===== src/rtl/obi_cache_regif_pipelined.sv =====
// OBI register front-end for the cache controller: DAT/KEY/CTRL/STATUS map,
// in-order response FIFO with rready backpressure, start pulse, sticky done and irq.
module obi_cache_regif_pipelined #(
   parameter int DataWidth    = 32,
   parameter int AddrWidth    = 32,
   parameter int IdWidth      = 1,
   parameter int RegDataWidth = 64,
   parameter int RegKeyWidth  = 64,
   parameter int OpWidth      = 3,
   parameter int RspDepth     = 2
) (
   input  logic                    clk,
   input  logic                    rst,
   input  logic                    req_i,
   output logic                    gnt_o,
   input  logic [AddrWidth-1:0]    addr_i,
   input  logic                    we_i,
   input  logic [DataWidth/8-1:0]  be_i,
   input  logic [DataWidth-1:0]    wdata_i,
   input  logic [IdWidth-1:0]      aid_i,
   output logic                    rvalid_o,
   input  logic                    rready_i,
   output logic [DataWidth-1:0]    rdata_o,
   output logic [IdWidth-1:0]      rid_o,
   output logic                    err_o,
   output logic [OpWidth-1:0]      op_o,
   output logic [RegKeyWidth-1:0]  key_o,
   output logic [RegDataWidth-1:0] data_o,
   output logic                    start_o,
   input  logic                    busy_i,
   input  logic                    done_i,
   input  logic                    hit_i,
   input  logic                    rdata_valid_i,
   input  logic [RegDataWidth-1:0] rdata_i,
   output logic                    irq_o
);

   localparam int BeWidth   = DataWidth / 8;
   localparam int AddrLsb   = $clog2(BeWidth);
   localparam int DataWords = (RegDataWidth + DataWidth - 1) / DataWidth;
   localparam int KeyWords  = (RegKeyWidth + DataWidth - 1) / DataWidth;
   localparam int DatPadW   = DataWords * DataWidth;
   localparam int KeyPadW   = KeyWords * DataWidth;
   localparam int PtrW      = (RspDepth > 1) ? $clog2(RspDepth) : 1;
   localparam int CntW      = $clog2(RspDepth + 1);

   localparam logic [DatPadW-1:0]   DatMask  = DatPadW'({RegDataWidth{1'b1}});
   localparam logic [KeyPadW-1:0]   KeyMask  = KeyPadW'({RegKeyWidth{1'b1}});
   localparam logic [AddrWidth-1:0] DatEnd   = AddrWidth'(DataWords);
   localparam logic [AddrWidth-1:0] KeyBase  = AddrWidth'(16);
   localparam logic [AddrWidth-1:0] KeyEnd   = AddrWidth'(16 + KeyWords);
   localparam logic [AddrWidth-1:0] CtrlAddr = AddrWidth'(32);
   localparam logic [AddrWidth-1:0] StatAddr = AddrWidth'(33);

   function automatic logic [DataWidth-1:0] merge_bytes(input logic [DataWidth-1:0] old_w,
                                                        input logic [DataWidth-1:0] new_w,
                                                        input logic [BeWidth-1:0]   be);
      merge_bytes = old_w;
      for (int b = 0; b < BeWidth; b++) begin
         if (be[b]) merge_bytes[b*8 +: 8] = new_w[b*8 +: 8];
      end
   endfunction

   function automatic logic [PtrW-1:0] ptr_next(input logic [PtrW-1:0] ptr);
      ptr_next = (ptr == PtrW'(RspDepth - 1)) ? '0 : ptr + PtrW'(1);
   endfunction

   logic [DatPadW-1:0]   dat_q, dat_d;
   logic [KeyPadW-1:0]   key_q, key_d;
   logic [OpWidth-1:0]   op_q;
   logic                 irq_en_q, done_q, hit_q;

   logic [DataWidth-1:0] fifo_rdata [RspDepth];
   logic [IdWidth-1:0]   fifo_id    [RspDepth];
   logic                 fifo_err   [RspDepth];
   logic [PtrW-1:0]      rd_ptr, wr_ptr;
   logic [CntW-1:0]      count;

   logic [AddrWidth-1:0] word;
   logic [3:0]           widx;
   logic                 is_dat, is_key, is_ctrl, is_stat, mapped;
   logic                 err, pop, accept, wr_ok;
   logic [DataWidth-1:0] rd_word, wr_word, rsp_rdata;

   assign pop    = rvalid_o && rready_i;
   // rready_i reaches gnt_o combinationally so a full FIFO can accept while draining
   assign gnt_o  = req_i && ((count < CntW'(RspDepth)) || pop);
   assign accept = req_i && gnt_o;
   assign wr_ok  = accept && we_i && !err;

   always_comb begin
      word    = addr_i >> AddrLsb;
      widx    = word[3:0];
      is_dat  = word < DatEnd;
      is_key  = (word >= KeyBase) && (word < KeyEnd);
      is_ctrl = word == CtrlAddr;
      is_stat = word == StatAddr;
      mapped  = is_dat || is_key || is_ctrl || is_stat;
      err     = !mapped || (we_i && busy_i && !is_stat);

      rd_word = '0;
      if (is_dat) begin
         for (int k = 0; k < DataWords; k++)
            if (widx == 4'(k)) rd_word = dat_q[k*DataWidth +: DataWidth];
      end else if (is_key) begin
         for (int k = 0; k < KeyWords; k++)
            if (widx == 4'(k)) rd_word = key_q[k*DataWidth +: DataWidth];
      end else if (is_ctrl) begin
         rd_word = DataWidth'({irq_en_q, op_q, 1'b0});
      end else if (is_stat) begin
         rd_word = DataWidth'({done_q, hit_q, busy_i});
      end

      wr_word   = merge_bytes(rd_word, wdata_i, be_i);
      rsp_rdata = (we_i || err) ? '0 : rd_word;

      dat_d = dat_q;
      key_d = key_q;
      for (int k = 0; k < DataWords; k++)
         if (wr_ok && is_dat && widx == 4'(k)) dat_d[k*DataWidth +: DataWidth] = wr_word;
      for (int k = 0; k < KeyWords; k++)
         if (wr_ok && is_key && widx == 4'(k)) key_d[k*DataWidth +: DataWidth] = wr_word;
      dat_d = dat_d & DatMask;
      key_d = key_d & KeyMask;
      // controller load takes priority over a same-cycle bus write
      if (rdata_valid_i) dat_d = DatPadW'(rdata_i);
   end

   always_ff @(posedge clk) begin
      if (rst) begin
         dat_q    <= '0;
         key_q    <= '0;
         op_q     <= '0;
         irq_en_q <= 1'b0;
         done_q   <= 1'b0;
         hit_q    <= 1'b0;
         start_o  <= 1'b0;
         irq_o    <= 1'b0;
         rd_ptr   <= '0;
         wr_ptr   <= '0;
         count    <= '0;
      end else begin
         dat_q <= dat_d;
         key_q <= key_d;
         if (wr_ok && is_ctrl) begin
            op_q     <= wr_word[OpWidth:1];
            irq_en_q <= wr_word[OpWidth+1];
         end
         start_o <= wr_ok && is_ctrl && be_i[0] && wdata_i[0];
         if (done_i) begin
            done_q <= 1'b1;
            hit_q  <= hit_i;
         end else if (wr_ok && is_stat && be_i[0] && wdata_i[2]) begin
            done_q <= 1'b0;
         end
         irq_o <= done_q && irq_en_q;
         if (accept) wr_ptr <= ptr_next(wr_ptr);
         if (pop) rd_ptr <= ptr_next(rd_ptr);
         if (accept && !pop) count <= count + CntW'(1);
         else if (!accept && pop) count <= count - CntW'(1);
      end
   end

   always_ff @(posedge clk) begin
      if (accept) begin
         fifo_rdata[wr_ptr] <= rsp_rdata;
         fifo_id[wr_ptr]    <= aid_i;
         fifo_err[wr_ptr]   <= err;
      end
   end

   assign rvalid_o = count != '0;
   assign rdata_o  = rvalid_o ? fifo_rdata[rd_ptr] : '0;
   assign rid_o    = rvalid_o ? fifo_id[rd_ptr] : '0;
   assign err_o    = rvalid_o ? fifo_err[rd_ptr] : 1'b0;

   assign op_o   = op_q;
   assign key_o  = key_q[RegKeyWidth-1:0];
   assign data_o = dat_q[RegDataWidth-1:0];

endmodule

===== config.mk =====
export PLATFORM = sky130hd
export DESIGN_NAME = obi_cache_regif_pipelined
export DESIGN_NICKNAME = d
export VERILOG_FILES = /design/src/rtl/obi_cache_regif_pipelined.sv
export SDC_FILE = /design/constraint.sdc
export NUM_CORES = 1
export LEC_CHECK = 0
export ABC_AREA = 1
export ABC_CLOCK_PERIOD_IN_PS = 4700
export BUFFER_PORTS_ARGS = -buffer_cell sky130_fd_sc_hd__clkbuf_2
export CORE_ASPECT_RATIO = 1.5
export CORE_MARGIN = 1.5
export CORE_UTILIZATION = 35
export DETAILED_ROUTE_END_ITERATION = 16
export PLACE_DENSITY = 0.67
export SKIP_LAST_GASP = 1
export SYNTH_ARGS = -nofsm -noshare
export SYNTH_HDL_FRONTEND = slang
export SYNTH_SLANG_ARGS = --single-unit

===== constraint.sdc =====
create_clock -name clk -period 4.7 [get_ports clk]
set_clock_uncertainty 0.1 [all_clocks]
set_input_delay 0.94 -clock clk [delete_from_list [all_inputs] [get_ports clk]]
set_output_delay 0.94 -clock clk [all_outputs]
set_load 0.005 [all_outputs]

==> out/metrics.csv, run 1 <==
metric,value,unit
unrepaired setup endpoints after global routing,no,
FP Rows,79,
total core area,0.03114,mm²
TNS Setup,0,ns
pin count of the biggest net entering global routing,81,
GRT Overall Usage,23.32,%
first drt pass iteration count,8,
Root Driver,clkbuf_16,
proportion of layout cells with a drive suffix above 1,22.25,%
post-CTS setup buffer count,0,
Post-layout nets,2073,
Die Y,221.5,µm
Yosys top cell area share,25.33,%
met2 routed WL,18020,µm
vias per inst,5.053,
Layout area overhead,22.91,%
leak pwr,6.676,nW
Reg area,0.004865,mm²
HPWL Detailed,28190,µm
Num CTS Buffers,23,
number of H-tree branching levels,1,
initial antenna violation count,3,
CP Capture Type,output port,
Clock Sinks,209,
Post-Syn Nets,1822,
GP Congestion,0.9064,
CP startpoint kind,flop,
PostCTS Resize Cnt,0,
biggest area consumer among synthesized cells,dfxtp_1,
cell count after synthesis,1679,
Peak Freq,0.3045,GHz
initial drt markers,997,
"Seq/Total Area, Yosys",43.66,%
metal1 wirelength,16800,µm
"Clk Latency, worst-skew pair",0.52,ns
CP Class,reg -> out,
GRT overflow,0,
DR vias,11890,
max_slew headroom,29.15,%
RR Startpoint,count[1],
placed instance count,2310,
max-cap violation count,0,
post-layout min period,3.285,ns
uppermost layer routed,met4,
Reg2Reg Setup Slack,2.19,ns
Final ANT Viol Nets,0,
"top cells by area, synth","dfxtp_1, edfxtp_1, nand2_1",
Post-Syn Area per Cell,6.636,µm²
DR WL met3,2802,µm
Buffers on Ports,308,
"commonest non-fill, non-tap cell in the layout",nand2_1,
Slew @ Worst Pin,1.060,ns
Hold Path Class,reg -> reg,
Finished Layout Cells,2354,
pwr dens,335.4,mW/mm²
multi-input logic area,0.005424,mm²
final setup vio count,0,
VDD IR-drop max,0.2108,mV
"Hold-fix buffers, CTS",0,
Initial Util,35.78,%
DRC,0,
CTS tree,yes,
"EDFF count, synth",68,
Filler cells,3259,
number of global-route vias before repair,10860,
CTS max path bufs,3,
synthesized flop and latch total,209,
die area,0.03294,mm²
"CTS clk-pin slew, worst paths",0.05,ns
most frequent cells in the layout,"nand2_1, clkbuf_2, nor2_1, nand3_1, dfxtp_1",
CP Max Fanout,34,
main flop type after synthesis,dfxtp_1,
cell area after synthesis,0.01114,mm²
Final Hold Viols,0,
Wirelength per Cell,16.86,µm
Die Wd,148.7,µm
first-pass GRT wire length,60350,µm
run status,finished clean,
"Req. time, crit path",3.66,ns
I/O Pins,311,
Worst Path Arrival,2.24,ns
Syn. warnings,0,
Netlist cell types,30,
Tcrit/Tclk final,69.88,%
Hold Path Origin,rd_ptr,
routed wire length,39700,µm
"Slew Viols, Final",0,
Post-synth ARST share,0,%
-- cell usage after synthesis, drive strengths merged, types with 2 or more instances --
master,number
dfxtp,141
nor3,5
o22ai,32
nand3,223
a21oi,77
o21ai,15
clkinv,2
nor2,300
nand2,551
clkbuf,60
inv,121
edfxtp,68
nand4,12
buf,40
o211ai,2
or2,27
-- cell type report --
| class | instances | share of cell area, % |
|---|---|---|
| clock buffer | 26 | 4.285 |
| clock inverter | 15 | 1.106 |
| inverter | 123 | 3.390 |
| multi-input combinational | 1247 | 39.61 |
| sequential | 209 | 35.52 |
| antenna | 3 | 0.05482 |
| tap | 405 | 3.700 |
| timing repair buffer | 326 | 12.33 |
-- final timing paths --
path                                    end  cells past startpoint
worst max-delay path            rdata_o[31]                      4
worst min register to register         flop                      1
worst max register to register   data_o[14]                      9
worst min-delay path                   flop                      1
-- per-stage QoR --
stage	setup WS [ns]	area, µm²	hold WS [ns]	power, W	util (%)
6_report	1.415	13690	0.3613	0.004593	43.98
5_1_grt	1.220	13690	0.3729	0.004796	43.98
4_1_cts	1.357	13690	0.3591	0.004639	43.96
3_5_place_dp	1.022	12950	0.3535	0.002820	41.59
3_3_place_gp	1.061	12950	0.3339	0.002808	41.59
2_1_floorplan	1.650	11140	0.3258	0.002472	-
-- cell families after synthesis --
| logic type | after synthesis | synth area share, % |
|---|---|---|
| flops | 209 | 43.66 |
| buf+inv | 223 | 8.108 |
| fa+ha+maj | 1 | 0.1123 |
| compound gates | 128 | 6.188 |
| simple gates | 1118 | 41.93 |
-- flip-flops by register name (all words and copies together), names as in the netlist, named ones only --
name and cells:
data_o 64, irq_o 1, rd_ptr 1, count 2, done_q 1, fifo_rdata 64
key_o 64, op_o 3, hit_q 1, irq_en_q 1, wr_ptr 1, fifo_err 2
start_o 1, fifo_id 2
-- power breakdown --
group / leakage [nW] / total [W] / internal (W) / switching (W)
registers: 1.81 / 0.00201 / 0.00196 / 0.0000462
clock network: 0.362 / 0.00182 / 0.00106 / 0.000759
logic: 4.50 / 0.000765 / 0.000272 / 0.000493
total: 6.68 / 0.00459 / 0.00329 / 0.00130
-- metal layers --
metal  track usage, %  vias up
li1                 -     5858
met1            31.15     5428
met2            36.79      515
met3            2.737       93
met4            12.20        0
met5                0        -
-- worst max-delay path, stage by stage (launching register included) --
cell	delay, ns
dfxtp_1	0.33
clkinv_1	0.81
nand2_1	0.28
a21oi_1	0.13
clkbuf_2	0.17
Power figures use the tool's default switching activity.
==> run 2, diff against run 1 <==
--- a/config.mk
+++ b/config.mk
@@ -6,13 +6,13 @@
 export NUM_CORES = 1
 export LEC_CHECK = 0
 export ABC_AREA = 1
-export ABC_CLOCK_PERIOD_IN_PS = 4700
+export ABC_CLOCK_PERIOD_IN_PS = 2700
 export BUFFER_PORTS_ARGS = -buffer_cell sky130_fd_sc_hd__clkbuf_2
 export CORE_ASPECT_RATIO = 1.5
 export CORE_MARGIN = 1.5
 export CORE_UTILIZATION = 35
 export DETAILED_ROUTE_END_ITERATION = 16
-export PLACE_DENSITY = 0.67
+export PLACE_DENSITY = 0.69
 export SKIP_LAST_GASP = 1
 export SYNTH_ARGS = -nofsm -noshare
 export SYNTH_HDL_FRONTEND = slang
==> constraint.sdc (replaced) <==
create_clock -name clk -period 2.7 [get_ports clk]
set_clock_uncertainty 0.1 [all_clocks]
set_input_delay 0.54 -clock clk [delete_from_list [all_inputs] [get_ports clk]]
set_output_delay 0.54 -clock clk [all_outputs]
set_load 0.005 [all_outputs]
==> run 2 against run 1 <==
  * Sequential cell count unchanged
  * Power grew 76%
  * Count of clock-buffer cells in the layout up 2
  * Register-to-register slack worse by 1.5 ns
  * Sequential power grew 74%
  * Global-route usage shrank 0.14 points
  * Sequential share of layout area down 0.92 points
  * Routed wire length shrank 1.6%
  * Die area unchanged
  * Critical endpoint is now rdata_o[18]
==> out/metrics.csv, run 2 (synthesized netlist as in run 1, its figures left out) <==
metric,value,unit,change
final worst setup slack,0.2654,ns,was 1.415 ns
number of global-route vias before repair,11070,,was 10.86k
DRC,0,,unchanged
final setup vio count,0,,unchanged
post-CTS setup buffer count,0,,unchanged
run status,finished clean,,unchanged
CP Capture Type,output port,,unchanged
initial antenna violation count,4,,was 3
Setup Slack @ Placement,0.08972,ns,was 1.022 ns
Filler cells,3211,,"was 3,259"
Wirelength per Cell,16.44,µm,was 16.86 µm
total core area,0.03114,mm²,unchanged
TNS Setup,0,ns,unchanged
Layout area overhead,26.16,%,was 22.91%
Die Wd,148.7,µm,unchanged
proportion of layout cells with a drive suffix above 1,22.93,%,was 22.25%
first drt pass iteration count,6,,was 8
GP Congestion,0.9016,,was 0.9064
leak pwr,6.849,nW,was 6.676 nW
"commonest non-fill, non-tap cell in the layout",nand2_1,,unchanged
Hold Path Class,in -> reg,,was reg -> reg
CP Max Fanout,23,,was 34
"Hold-fix buffers, CTS",0,,unchanged
first-pass GRT wire length,60090,µm,"was 60,350 µm"
number of H-tree branching levels,1,,unchanged
CP startpoint kind,flop,,unchanged
FP Rows,79,,unchanged
Tcrit/Tclk final,90.17,%,
Top delay family on crit path,buffers and inverters,,unchanged
max-cap violation count,0,,unchanged
GRT overflow,0,,unchanged
Root Driver,clkbuf_16,,unchanged
Initial Util,35.78,%,unchanged
post-layout min period,2.435,ns,
pin count of the biggest net entering global routing,65,,was 81
worst path buffer plus inverter count,2,,unchanged
"Slew Viols, Final",0,,unchanged
Post-layout nets,2094,,"was 2,073"
HPWL Detailed,28870,µm,"was 28,190 µm"
Worst Path Arrival,1.79,ns,was 2.24 ns
CP Class,reg -> out,,unchanged
"critical path, cell by cell",nor2_4 -> buf_4 -> a21oi_1 -> clkbuf_2,,was clkinv_1 -> nand2_1 -> a21oi_1 -> clkbuf_2
"Clk Latency, worst-skew pair",0.52,ns,about the same
VDD IR-drop max,0.4363,mV,was 0.2108 mV
Critical Path Max Stage Delay,0.36,ns,was 0.81 ns
Die Y,221.5,µm,unchanged
Buffers on Ports,308,,unchanged
"Req. time, crit path",2.06,ns,was 3.66 ns
Clock Sinks,209,,unchanged
Slew @ Worst Pin,0.6494,ns,was 1.060 ns
routed wire length,39050,µm,"was 39,700 µm"
most frequent cells in the layout,"nand2_1, clkbuf_2, nor2_1, nand3_1, dfxtp_1",,unchanged
Final Hold Viols,0,,unchanged
CTS max path bufs,3,,unchanged
I/O Pins,311,,unchanged
CTS tree,yes,,unchanged
max_slew headroom,56.71,%,was 29.15%
initial drt markers,972,,was 997
vias per inst,4.979,,was 5.053
pwr dens,576.3,mW/mm²,was 335.4 mW/mm²
"CTS clk-pin slew, worst paths",0.06,ns,was 0.05 ns
DR vias,11830,,was 11.89k
Num CTS Buffers,22,,was 23
Peak Freq,0.4107,GHz,
Final ANT Viol Nets,0,,unchanged
die area,0.03294,mm²,unchanged
GRT Overall Usage,23.18,%,was 23.32%
unrepaired setup endpoints after global routing,no,,unchanged
CP max stage cell,buf_4,,was clkinv_1
==> run 2: final timing paths <==
kind / start / to / slack (ns) / cells past startpoint
max: count[1] / rdata_o[18] / 0.27 / 4
min: aid_i / fifo_id[1] / 0.14 / 1
min reg2reg: rd_ptr / flop / 0.37 / 1
max reg2reg: count[1] / data_o[12] / 0.64 / 9
==> run 2: through the flow <==
step	std cells	hold slack, ns	utilization (%)	area [µm²]	total power, W
after detailed placement	2332	0.3560	42.68	13290	0.004929
final	2376	0.1377	45.15	14060	0.008101
after floorplan	1679	0.3258	-	11140	0.004303
after CTS	2372	0.1286	45.12	14050	0.008168
after global routing	2376	0.1369	45.15	14060	0.008456
after global placement	2332	0.3362	42.68	13290	0.004908
==> run 2: timing repair <==
action                                  CTS  global route
endpoints found under the setup margin   34             0
resized for setup                         1             0
hold endpoints to repair                  0             0
==> run 2: power by group <==
| part | internal [W] | switching (W) |
|---|---|---|
| clock network | 0.00196 | 0.00129 |
| registers | 0.00341 | 0.0000806 |
| logic | 0.000503 | 0.000852 |
==> run 2: metal layers <==
| metal | part of all wire (%) | GRT usage [%] | routed length [µm] | vias up |
|---|---|---|---|---|
| li1 | - | - | - | 5898 |
| met1 | 43 | 30.46 | 16630 | 5358 |
| met2 | 45 | 36.37 | 17610 | 482 |
| met3 | 7.1 | 3.436 | 2765 | 91 |
| met4 | 5.2 | 12.68 | 2048 | 0 |
| met5 | 0 | 0 | 0 | - |
==> run 2: final cells by class <==
cell class	instances	area, µm²	area share (%)
multi-input cells	1247	5424	38.58
flip-flops and latches	209	4865	34.61
repair buffers	348	2029	14.44
clock buffers	28	604.3	4.299
well taps	405	506.7	3.605
inverters	123	465.4	3.311
clock inverters	12	152.6	1.086
diodes	4	10.01	0.07121
==> run 3, diff against run 2 <==
--- a/config.mk
+++ b/config.mk
@@ -9,10 +9,10 @@
 export ABC_CLOCK_PERIOD_IN_PS = 2700
 export BUFFER_PORTS_ARGS = -buffer_cell sky130_fd_sc_hd__clkbuf_2
 export CORE_ASPECT_RATIO = 1.5
-export CORE_MARGIN = 1.5
-export CORE_UTILIZATION = 35
+export CORE_MARGIN = 1
+export CORE_UTILIZATION = 48
 export DETAILED_ROUTE_END_ITERATION = 16
-export PLACE_DENSITY = 0.69
+export PLACE_DENSITY = 0.87
 export SKIP_LAST_GASP = 1
 export SYNTH_ARGS = -nofsm -noshare
 export SYNTH_HDL_FRONTEND = slang
==> run 3 against run 2 <==
  * Hold slack improved by 0.0080 ns
  * Design area down 1.0%
  * Highest routed layer unchanged
  * Clock power shrank 2%
==> out/metrics.csv, run 3 (synthesized netlist as in run 1, its figures left out) <==
metric,value,unit,change
Peak Freq,0.4076,GHz,was 0.4107 GHz
CP startpoint kind,flop,,unchanged
post-CTS setup buffer count,0,,unchanged
Clock Sinks,209,,unchanged
"Slew Viols, Final",0,,unchanged
"Hold-fix buffers, CTS",0,,unchanged
Setup Slack @ Placement,0.04129,ns,was 0.08972 ns
Num CTS Buffers,21,,was 22
FP Rows,67,,was 79
Hold Path Class,in -> reg,,unchanged
total power,0.008026,W,was 0.008101 W
PostCTS Resize Cnt,0,,was 1
Finished Layout Cells,2245,,"was 2,376"
most frequent cells in the layout,"nand2_1, clkbuf_2, nor2_1, nand3_1, dfxtp_1",,unchanged
Slew @ Worst Pin,0.6492,ns,was 0.6494 ns
CP Capture Type,output port,,unchanged
global routing usage on met3,3.038,%,was 3.436%
Die Y,188.6,µm,was 221.5 µm
pwr dens,576.7,mW/mm²,was 576.3 mW/mm²
total core area,0.02255,mm²,was 0.03114 mm²
proportion of layout cells with a drive suffix above 1,23.16,%,was 22.93%
Final Instance Area,0.01392,mm²,was 0.01406 mm²
leak pwr,6.867,nW,was 6.849 nW
die area,0.02384,mm²,was 0.03294 mm²
run status,finished clean,,unchanged
routed wire length,37070,µm,"was 39,050 µm"
"critical path, cell by cell",nor2_2 -> buf_4 -> a21oi_1 -> clkbuf_2,,was nor2_4 -> buf_4 -> a21oi_1 -> clkbuf_2
GRT overflow,0,,unchanged
Top delay family on crit path,buffers and inverters,,unchanged
HPWL Detailed,27200,µm,"was 28,870 µm"
"Req. time, crit path",2.06,ns,about the same
TNS Setup,0,ns,unchanged
Initial Util,49.41,%,was 35.78%
CTS max path bufs,3,,unchanged
"Clk Latency, worst-skew pair",0.50,ns,was 0.52 ns
r2r endpoint,data_o[14],,was data_o[12]
unrepaired setup endpoints after global routing,no,,unchanged
Wirelength per Cell,16.51,µm,was 16.44 µm
Reg2Reg Setup Slack,0.55,ns,was 0.64 ns
Hold EP,fifo_id[0],,was fifo_id[1]
placed instance count,2207,,"was 2,332"
DRC,0,,unchanged
vias per inst,5.398,,was 4.979
initial antenna violation count,0,,was 4
Worst Path Arrival,1.81,ns,was 1.79 ns
DR vias,12120,,was 11.83k
GRT Overall Usage,31.25,%,was 23.18%
VDD IR-drop max,0.5577,mV,was 0.4363 mV
Root Driver,clkbuf_16,,unchanged
number of global-route vias before repair,11230,,was 11.07k
CP Max Fanout,28,,was 23
Layout area overhead,24.90,%,was 26.16%
Post-layout nets,2097,,"was 2,094"
CP max stage cell,buf_4,,unchanged
grt peak-use layer,met2,,unchanged
max_slew headroom,56.72,%,was 56.71%
CTS tree,yes,,unchanged
number of H-tree branching levels,1,,unchanged
Tcrit/Tclk final,90.87,%,was 90.17%
final setup vio count,0,,unchanged
Hold Path Origin,aid_i,,unchanged
final worst setup slack,0.2465,ns,was 0.2654 ns
initial drt markers,1014,,was 972
RR Startpoint,count[1],,unchanged
CP Class,reg -> out,,unchanged
met1 Usage GRT,41.87,%,was 30.46%
routing usage on met2,50.57,%,was 36.37%
Buffers on Ports,308,,unchanged
first-pass GRT wire length,58930,µm,"was 60,090 µm"
"commonest non-fill, non-tap cell in the layout",nand2_1,,unchanged
post-layout min period,2.454,ns,was 2.435 ns
Hold Path Stages,1,,unchanged
worst path buffer plus inverter count,2,,unchanged
"CTS clk-pin slew, worst paths",0.06,ns,about the same
Final Hold Viols,0,,unchanged
Final ANT Viol Nets,0,,unchanged
first drt pass iteration count,7,,was 6
n_diodes,0,,was 4
max-cap violation count,0,,unchanged
Critical Path Max Stage Delay,0.37,ns,was 0.36 ns
I/O Pins,311,,unchanged
GP Congestion,0.9453,,was 0.9016
Die Wd,126.4,µm,was 148.7 µm
R2R cell count,9,,unchanged
placed cell area,0.01317,mm²,was 0.01329 mm²
pin count of the biggest net entering global routing,67,,was 65
==> run 3: worst max-delay path by stage <==
stage	startpoint	endpoint	slack [ns]	depth (start not counted)
floorplan	rready_i	fifo_err[1]	0.05	2
global placement	addr_i[3]	data_o[2]	0.08	14
detailed placement	addr_i[3]	data_o[44]	0.04	14
CTS	count[1]	rdata_o[16]	0.24	4
global route	count[1]	rdata_o[16]	0.11	4
finish	count[1]	rdata_o[16]	0.25	4
==> run 3: area by class of cell <==
cell class                      count  area, µm²
Clock buffer                       29      588.1
Timing Repair Buffer              352       2085
Inverter                          123      464.2
Multi-Input combinational cell   1247       5414
Tap cell                          276      345.3
Clock inverter                      9      155.1
Fill cell                        2098       8635
Sequential cell                   209       4865
==> run 3: where the power goes <==
| part | internal [W] | total [W] | switching (W) |
|---|---|---|---|
| clock network | 0.00192 | 0.00317 | 0.00126 |
| registers | 0.00341 | 0.00349 | 0.0000803 |
| logic | 0.000519 | 0.00136 | 0.000841 |
| total | 0.00585 | 0.00803 | 0.00218 |
==> run 3: metal layers <==
layer,vias to the layer above,wire length (µm)
li1,5908,-
met1,5470,15000
met2,638,17330
met3,103,2923
met4,0,1821
met5,-,0
==> run 3: stage by stage <==
stage | hold slack [ns] | utilization (%)
finish | 0.1457 | 61.71
global route | 0.1387 | 61.71
CTS | 0.1366 | 61.71
detailed placement | 0.3557 | 58.41
global placement | 0.3355 | 58.41
floorplan | 0.3258 | -
